File: src/rtl/pipe_reg_chain_if.sv
// Upstream handshake, per-stage hazard controls and status outputs of pipe_reg_chain.
interface pipe_reg_chain_if #(
    parameter int DATA_W = 32,
    parameter int STAGES = 4,
    parameter int CNT_W  = 16
);
    localparam int OCC_W = $clog2(STAGES + 1);

    logic                       in_valid;
    logic [DATA_W-1:0]          in_data;
    logic                       in_ready;
    logic [STAGES-1:0]          freeze;
    logic [STAGES-1:0]          flush;
    logic [STAGES-1:0]          stage_valid;
    logic [STAGES*DATA_W-1:0]   stage_data;
    logic                       out_valid;
    logic [DATA_W-1:0]          out_data;
    logic [OCC_W-1:0]           occupancy;
    logic [CNT_W-1:0]           stall_cnt;
    logic [CNT_W-1:0]           flush_cnt;

    modport master (
        output in_valid, in_data, freeze, flush,
        input  in_ready, stage_valid, stage_data, out_valid, out_data,
               occupancy, stall_cnt, flush_cnt
    );

    modport slave (
        input  in_valid, in_data, freeze, flush,
        output in_ready, stage_valid, stage_data, out_valid, out_data,
               occupancy, stall_cnt, flush_cnt
    );
endinterface

File: src/rtl/pipe_reg_chain.sv
// Parametrised pipeline register chain with freeze/flush, bubble insertion,
// occupancy reporting and saturating stall/flush statistics.
module pipe_reg_chain #(
    parameter int                DATA_W     = 32,
    parameter int                STAGES     = 4,
    parameter logic [DATA_W-1:0] BUBBLE_VAL = '0,
    parameter int                CNT_W      = 16
) (
    input  logic            clk,
    input  logic            rst,
    pipe_reg_chain_if.slave bus
);
    localparam int               OCC_W   = $clog2(STAGES + 1);
    localparam logic [CNT_W-1:0] CNT_MAX = '1;

    logic [STAGES-1:0]             hold;
    logic [STAGES-1:0]             kill;
    logic [STAGES-1:0]             srcValid;
    logic [STAGES-1:0]             srcBubble;
    logic [STAGES-1:0][DATA_W-1:0] srcData;
    logic                          anyFreeze;
    logic                          anyFlush;

    logic [STAGES-1:0]             valid_q, valid_d;
    logic [STAGES-1:0][DATA_W-1:0] data_q, data_d;
    logic [CNT_W-1:0]              stallCnt_q, stallCnt_d;
    logic [CNT_W-1:0]              flushCnt_q, flushCnt_d;
    logic [OCC_W-1:0]              occupancy;

    // A freeze or flush at any register also governs every register upstream of it.
    always_comb begin
        hold = '0;
        kill = '0;
        for (int i = 0; i < STAGES; i++) begin
            hold[i] = |(bus.freeze >> i);
            kill[i] = |(bus.flush >> i);
        end
    end

    assign anyFreeze = |bus.freeze;
    assign anyFlush  = |bus.flush;

    assign srcValid  = {valid_q[STAGES-2:0], bus.in_valid};
    assign srcData   = {data_q[STAGES-2:0], bus.in_data};
    assign srcBubble = {hold[STAGES-2:0], 1'b0};

    always_comb begin
        valid_d = valid_q;
        data_d  = data_q;
        for (int i = 0; i < STAGES; i++) begin
            if (kill[i] || (!hold[i] && srcBubble[i])) begin
                valid_d[i] = 1'b0;
                data_d[i]  = BUBBLE_VAL;
            end else if (!hold[i]) begin
                valid_d[i] = srcValid[i];
                data_d[i]  = srcData[i];
            end
        end
    end

    always_comb begin
        stallCnt_d = stallCnt_q;
        flushCnt_d = flushCnt_q;
        if (anyFreeze && (stallCnt_q != CNT_MAX)) stallCnt_d = stallCnt_q + CNT_W'(1);
        if (anyFlush  && (flushCnt_q != CNT_MAX)) flushCnt_d = flushCnt_q + CNT_W'(1);
    end

    always_ff @(posedge clk or negedge rst) begin
        if (!rst) begin
            valid_q    <= '0;
            data_q     <= {STAGES{BUBBLE_VAL}};
            stallCnt_q <= '0;
            flushCnt_q <= '0;
        end else begin
            valid_q    <= valid_d;
            data_q     <= data_d;
            stallCnt_q <= stallCnt_d;
            flushCnt_q <= flushCnt_d;
        end
    end

    always_comb begin
        occupancy = '0;
        for (int i = 0; i < STAGES; i++) begin
            occupancy = occupancy + OCC_W'(valid_q[i]);
        end
    end

    // An entry offered during a flush is reported consumed and dropped (wrong-path kill).
    assign bus.in_ready    = !hold[0] || anyFlush;
    assign bus.stage_valid = valid_q;
    assign bus.stage_data  = data_q;
    assign bus.out_valid   = valid_q[STAGES-1];
    assign bus.out_data    = data_q[STAGES-1];
    assign bus.occupancy   = occupancy;
    assign bus.stall_cnt   = stallCnt_q;
    assign bus.flush_cnt   = flushCnt_q;
endmodule

File: src/flat_wrapper.sv
// flat-port wrapper written by rule: the top's interface ports become plain ports
module pipe_reg_chain_flat 
#(
    parameter int                DATA_W     = 32,
    parameter int                STAGES     = 4,
    parameter logic [DATA_W-1:0] BUBBLE_VAL = '0,
    parameter int                CNT_W      = 16
)
  (clk, rst, bus_in_valid, bus_in_data, bus_freeze, bus_flush, bus_in_ready, bus_stage_valid, bus_stage_data, bus_out_valid, bus_out_data, bus_occupancy, bus_stall_cnt, bus_flush_cnt);
  pipe_reg_chain_if #(.DATA_W(DATA_W), .STAGES(STAGES), .CNT_W(CNT_W)) bus_i ();
  input  logic clk;
  input  logic rst;
  input wire logic [$bits(bus_i.in_valid)-1:0] bus_in_valid;
  input wire logic [$bits(bus_i.in_data)-1:0] bus_in_data;
  input wire logic [$bits(bus_i.freeze)-1:0] bus_freeze;
  input wire logic [$bits(bus_i.flush)-1:0] bus_flush;
  output wire logic [$bits(bus_i.in_ready)-1:0] bus_in_ready;
  output wire logic [$bits(bus_i.stage_valid)-1:0] bus_stage_valid;
  output wire logic [$bits(bus_i.stage_data)-1:0] bus_stage_data;
  output wire logic [$bits(bus_i.out_valid)-1:0] bus_out_valid;
  output wire logic [$bits(bus_i.out_data)-1:0] bus_out_data;
  output wire logic [$bits(bus_i.occupancy)-1:0] bus_occupancy;
  output wire logic [$bits(bus_i.stall_cnt)-1:0] bus_stall_cnt;
  output wire logic [$bits(bus_i.flush_cnt)-1:0] bus_flush_cnt;
  assign bus_i.in_valid = bus_in_valid;
  assign bus_i.in_data = bus_in_data;
  assign bus_i.freeze = bus_freeze;
  assign bus_i.flush = bus_flush;
  assign bus_in_ready = bus_i.in_ready;
  assign bus_stage_valid = bus_i.stage_valid;
  assign bus_stage_data = bus_i.stage_data;
  assign bus_out_valid = bus_i.out_valid;
  assign bus_out_data = bus_i.out_data;
  assign bus_occupancy = bus_i.occupancy;
  assign bus_stall_cnt = bus_i.stall_cnt;
  assign bus_flush_cnt = bus_i.flush_cnt;
  pipe_reg_chain #(.DATA_W(DATA_W), .STAGES(STAGES), .BUBBLE_VAL(BUBBLE_VAL), .CNT_W(CNT_W)) u_core (.clk(clk), .rst(rst), .bus(bus_i));
endmodule
File: config.mk
export PLATFORM = sky130hd
export DESIGN_NAME = pipe_reg_chain_flat
export DESIGN_NICKNAME = d
export VERILOG_FILES = /design/src/rtl/pipe_reg_chain_if.sv /design/src/rtl/pipe_reg_chain.sv /design/src/flat_wrapper.sv
export SDC_FILE = /design/constraint.sdc
export NUM_CORES = 1
export LEC_CHECK = 0
export BUFFER_PORTS_ARGS = -buffer_cell sky130_fd_sc_hd__buf_2
export CORE_UTILIZATION = 40
export DETAILED_ROUTE_END_ITERATION = 16
export PLACE_DENSITY = 0.66
export SLEW_MARGIN = 20
export SYNTH_ARGS = -nofsm -noshare
export SYNTH_HDL_FRONTEND = slang
export SYNTH_SLANG_ARGS = --single-unit
File: constraint.sdc
create_clock -name clk -period 2.3 [get_ports clk]
set_input_delay 0.115 -clock clk [delete_from_list [all_inputs] [get_ports clk]]
set_output_delay 0.115 -clock clk [all_outputs]
set_load 0.005 [all_outputs]
* Word-level counts from Yosys, hierarchy flattened
Cells that the tools add are included.
** Word-level totals
- Input port bits :: 43
- Output and inout port bits :: 201
- Flip-flop bits (word level) :: 164
- Word-level logic and storage cells :: 56
** Cells by class
- Add/subtract/negate cells :: 5
- Reductions and logical operators :: 19
- Muxes and demuxes :: 16
- Eq/ne operators :: 6
** Operator list (number)
- 32-bit two-way mux :: 8
- 16-bit by 1-bit adder with 16-bit output, second input constant :: 2
- 16-bit inequality test, second input constant :: 2
- 1-bit two-way mux :: 8
- 4-bit OR reduction :: 2
- 3-bit by 1-bit adder with 3-bit output :: 2
- 2-bit inequality test, second input constant :: 3
- 3-bit OR reduction :: 2
- 1-bit logical AND :: 5
- 1-bit zero test :: 4
- 1-bit logical OR :: 4
- 2-bit OR reduction :: 2
- 1-bit by 1-bit adder with 2-bit output :: 1
- 2-bit by 1-bit inequality test with 1-bit output, second input constant :: 1

* Longest topological paths before layout
- Depth in word-level cells :: 5
- Mapped depth :: 6

* Worst setup path after synthesis
OpenSTA, ideal clock, no wires.
- Path type :: flip-flop to flip-flop
- Start point :: register u_core.stallCnt_q[0], in the netlist u_core.bus.stall_cnt[0]
- End point :: register u_core.stallCnt_q[1], in the netlist u_core.bus.stall_cnt[1]
- Stages on the path, launching flop included :: 6
- Path slack :: 0.637 ns
- Arrival :: 1.538 ns
- Library setup time :: 0.125 ns
- Clock period less this slack :: 1.663 ns
- Required time :: 2.175 ns
- Cell sequence :: dfrtp_1 -> ha_1 -> nand3_1 -> nor4_4 -> nor2_1 -> mux2_2
** On the way
- Word-level cells in the longest chain between the ends :: 2
- Elaborated cells between the ends (all ways) :: 3
- Classes of those cells :: add/sub (1); eq/ne (1); reduce/logical (1)
** Ends and longest elaborated chain
- start, declared :: RTL line pipe_reg_chain.sv:26 : logic [CNT_W-1:0] stallCnt_q, stallCnt_d;
- start signal, assigned :: RTL line pipe_reg_chain.sv:77 : stallCnt_q <= stallCnt_d;
- parallel branches: the longest is 2 deep, another holds 16-bit by 1-bit adder with 16-bit output
Several ways; the timed one is not identified.
A chain may end at the register's enable or synchronous reset.

* Worst setup path after layout
- Start point :: register u_core.valid_q[0], in the netlist u_core.bus.stage_valid[0]
- End point :: output port bus_occupancy[1]
** On the way
- Word-level cells in the longest chain between the ends :: 3
** Ends and longest elaborated chain
- start, declared :: RTL line pipe_reg_chain.sv:24 : logic [STAGES-1:0] valid_q, valid_d;
- start signal, assigned :: RTL line pipe_reg_chain.sv:75 : valid_q <= valid_d;
- 1-bit by 1-bit adder with 2-bit output :: RTL line pipe_reg_chain.sv:85 : occupancy = occupancy + OCC_W'(valid_q[i]);
- 3-bit by 1-bit adder with 3-bit output (2 in a row) :: RTL line pipe_reg_chain.sv:85
- end, declared :: RTL line flat_wrapper.sv:22 : output wire logic [$bits(bus_i.occupancy)-1:0] bus_occupancy;
Every way passes these cells.

==> flow_summary_export.csv <==
group,metric,value,unit
route,vias,5224,
layout,final_util,0.548,
setup_path,path_buf_inv,1,
clock_network,h-tree-depth,4,
yosys,yosysSeqAreaShare,0.619,
clock_network,cts_buffers,17,
setup_path,cp_cell_sequence,"ha_1, fa_1, ha_1, buf_2",
sta,max-slew-margin-rel,0.426,
yosys,yosys_warnings,0,
power,p_leak,4.71,nW
route,viasPerCell,5.14,
floorplanning,num_rows,46,
grt,grt_overflow,0,
sta,finalSetupViolations,0,
sta,setup_tns,0,ns
setup_path,start_kind,"register",
sta,fmax,488,MHz
sta,period_minus_slack,2.05,ns
placed_design,hpwl,12400,um
yosys,yosys.cell_types.count,35,
grt,grt_pass1_vias,5173,
setup_path,cp_slowest_cell,"dfrtp_1",
setup_path,rrSetupSlack,0.43,ns
sta,rsz0062_at_grt,"no",
sta,clock_skew,0.00876,ns
floorplanning,core,16100,um2
setup_path,max_stage_delay,0.42,ns
floorplanning,die_w,131,um
route,drtIter0Drc,223,
setup_path,critPathMostFrequentCell,"ha_1",
route,route.detailed.drc,0,
floorplanning,initial_utilization,0.413,
layout,n_antenna_cell,0,
sta,period_share,0.891,
power,power,6.63,mW
route,wirelength,17600,um
clock_network,cts.sinks,164,
floorplanning,die-area,17100,um2
placed_design,port_buffers,243,
clock_network,hold_buffers,34,
route,wire_per_inst,17.3,um
clock_network,cts_root_buffer,"clkbuf_16",
setup_path,crit_path_end_kind,"output port",
yosys,synth_seq_cells,164,
yosys,synth.avg_cell_area,12.2,um2
clock_network,cts_buffer_depth,2,
flow_run,cap_viol_max_count,0,
clock_network,cts_tree,"done",
route,drt_first_pass_iters,4,
yosys,synth.net_count,592,
placed_design,place_congestion,0.862,
clock_network,cts_setup_buffers,0,
sta,worst-slew-pin-transition,0.859,ns
floorplanning,die_h,131,um
setup_path,worstPathRequired,2.18,ns
grt,antenna_found_initial,0,
grt,grt_first_pass_wirelength,28000,um
min_path,hp-class,"input pin to register",
clock_network,clock_latency,0.42,ns
power,max-vdd-ir-drop,0.000545,V
floorplanning,io_pins,244,
setup_path,crit_family,"adder cells",
power,cellPowerDensity,754,nW/um2
layout,syn_to_final_growth,32.7,%
setup_path,cp_max_fo,4,
sta,drv_slew,0,
outcome,status,"finished clean",
route,ant_nets,0,
clock_network,clk_pin_slew_worst_paths,0.06,ns
setup_path,path_class,"register to output port",
clock_network,cts.repair.resized,0,
grt,grt_max_degree,67,
layout,drive_above_1_share,0.370,
yosys,synth_cells,544,
layout,nets,837,
setup_path,arrival,1.93,ns
sta,hold_viol,0,
grt,grt_usage,0.217,
yosys,syn-cell-area,6630,um2
[cells in the final DEF, fill, tap and decap left out, types with 10 or more instances in the layout]
master	n
a21oi_1	33
a22o_1	99
buf_2	242
buf_4	11
clkbuf_16	17
dfrtp_1	164
dlygate4sd3_1	34
nand2_1	79
nand3_1	10
nand4_1	12
xnor2_1	12
xor2_1	17
[Yosys cell counts (all sizes together)]
cell	n	area, um2
nor4b	1	15.0
nand3	10	50.1
nand2	79	297
nor3	11	60.1
o2111ai	1	8.76
nor3b	3	22.5
or4	2	18.8
clkbuf	22	82.6
ha	4	50.1
xnor2	12	105
a21oi	33	165
nand4	12	75.1
nor4	6	67.6
and4	4	35.0
dfrtp	164	4100
mux2	3	33.8
nor2b	1	6.26
inv	1	3.75
o41a	1	21.3
nand2b	1	6.26
and3	2	12.5
or3	1	6.26
xor2	17	149
nand3b	1	7.51
a22o	99	867
buf	42	299
nor2	10	40.0
fa	1	20.0
[routing by layer]
| layer | GRT usage | vias to the layer above | wire, um |
|---|---|---|---|
| li1 | - | 2421 | - |
| met1 | 0.273 | 2575 | 7460 |
| met2 | 0.364 | 203 | 8820 |
| met3 | 0.0505 | 25 | 1050 |
| met4 | 0.0805 | 0 | 291 |
| met5 | 0 | - | 0 |
[tightest hold or removal path: cells and delay by family]
| kind | cells | cell delay (ns) |
|---|---|---|
| AND/OR/NAND/NOR | 2 | 0.15 |
| AO/OA/AOI/OAI | 1 | 0.05 |
| buffers and inverters | 1 | 0.12 |
[state kept, by name, indices dropped and copies added, names as in the netlist]
signal and cells:
u_core.bus.stage_data 96, u_core.bus.flush_cnt 16, u_core.bus.out_data 32, u_core.bus.stall_cnt 16, u_core.bus.stage_valid 4
[worst paths after layout]
path	start	to	cells after the start
setup / recovery	u_core.bus.stage_valid[0]	bus_occupancy[1]	4
hold / removal	bus_freeze[0]	u_core.bus.stage_data[28]	4
setup reg to reg	u_core.bus.stall_cnt[0]	u_core.bus.stall_cnt[1]	5
hold reg to reg	u_core.bus.stall_cnt[15]	u_core.bus.stall_cnt[15]	1
max in group asynchronous	rst	u_core.bus.stage_data[11]	3
min in group asynchronous	rst	u_core.bus.stall_cnt[14]	2
[cell type report]
cell class / instances / area (um2)
Clock buffer: 21 / 450
Fill cell: 1403 / 7260
Timing Repair Buffer: 290 / 1690
Tap cell: 216 / 270
Multi-Input combinational cell: 315 / 2180
Clock inverter: 10 / 109
Inverter: 1 / 3.75
Sequential cell: 164 / 4100
[metrics by stage]
stage	cells	setup slack, ns	hold WS, ns	area [um2]
3_5_place_dp	952	0.436	0.0560	7900
3_3_place_gp	952	0.575	0.0487	7900
6_report	1017	0.251	0.0549	8800
2_1_floorplan	544	0.637	-0.181	6630
4_1_cts	1017	0.235	0.0353	8800
5_1_grt	1017	0.186	0.0631	8800
[kinds of logic (layout without fill, tap and decap cells)]
family                     count (synthesis)  in the layout  share of synthesized area
buffers and inverters                     65            322                     0.0581
DFF                                      164            164                      0.619
and+or+nand+nor                          144            144                      0.109
adders and majority gates                  5              5                     0.0106
muxes                                      3              3                    0.00510
xor gates and xnor gates                  29             29                     0.0383
AOI/OAI and AO/OA                        134            134                      0.160
[where the power goes]
group          total (mW)  leakage (nW)  internal (mW)  switching, mW
Sequential           3.24          2.26           3.03          0.211
Clock                2.70         0.272           1.61           1.09
Combinational       0.690          2.18          0.340          0.350
Note: power is estimated with default switching activity, not from simulation.
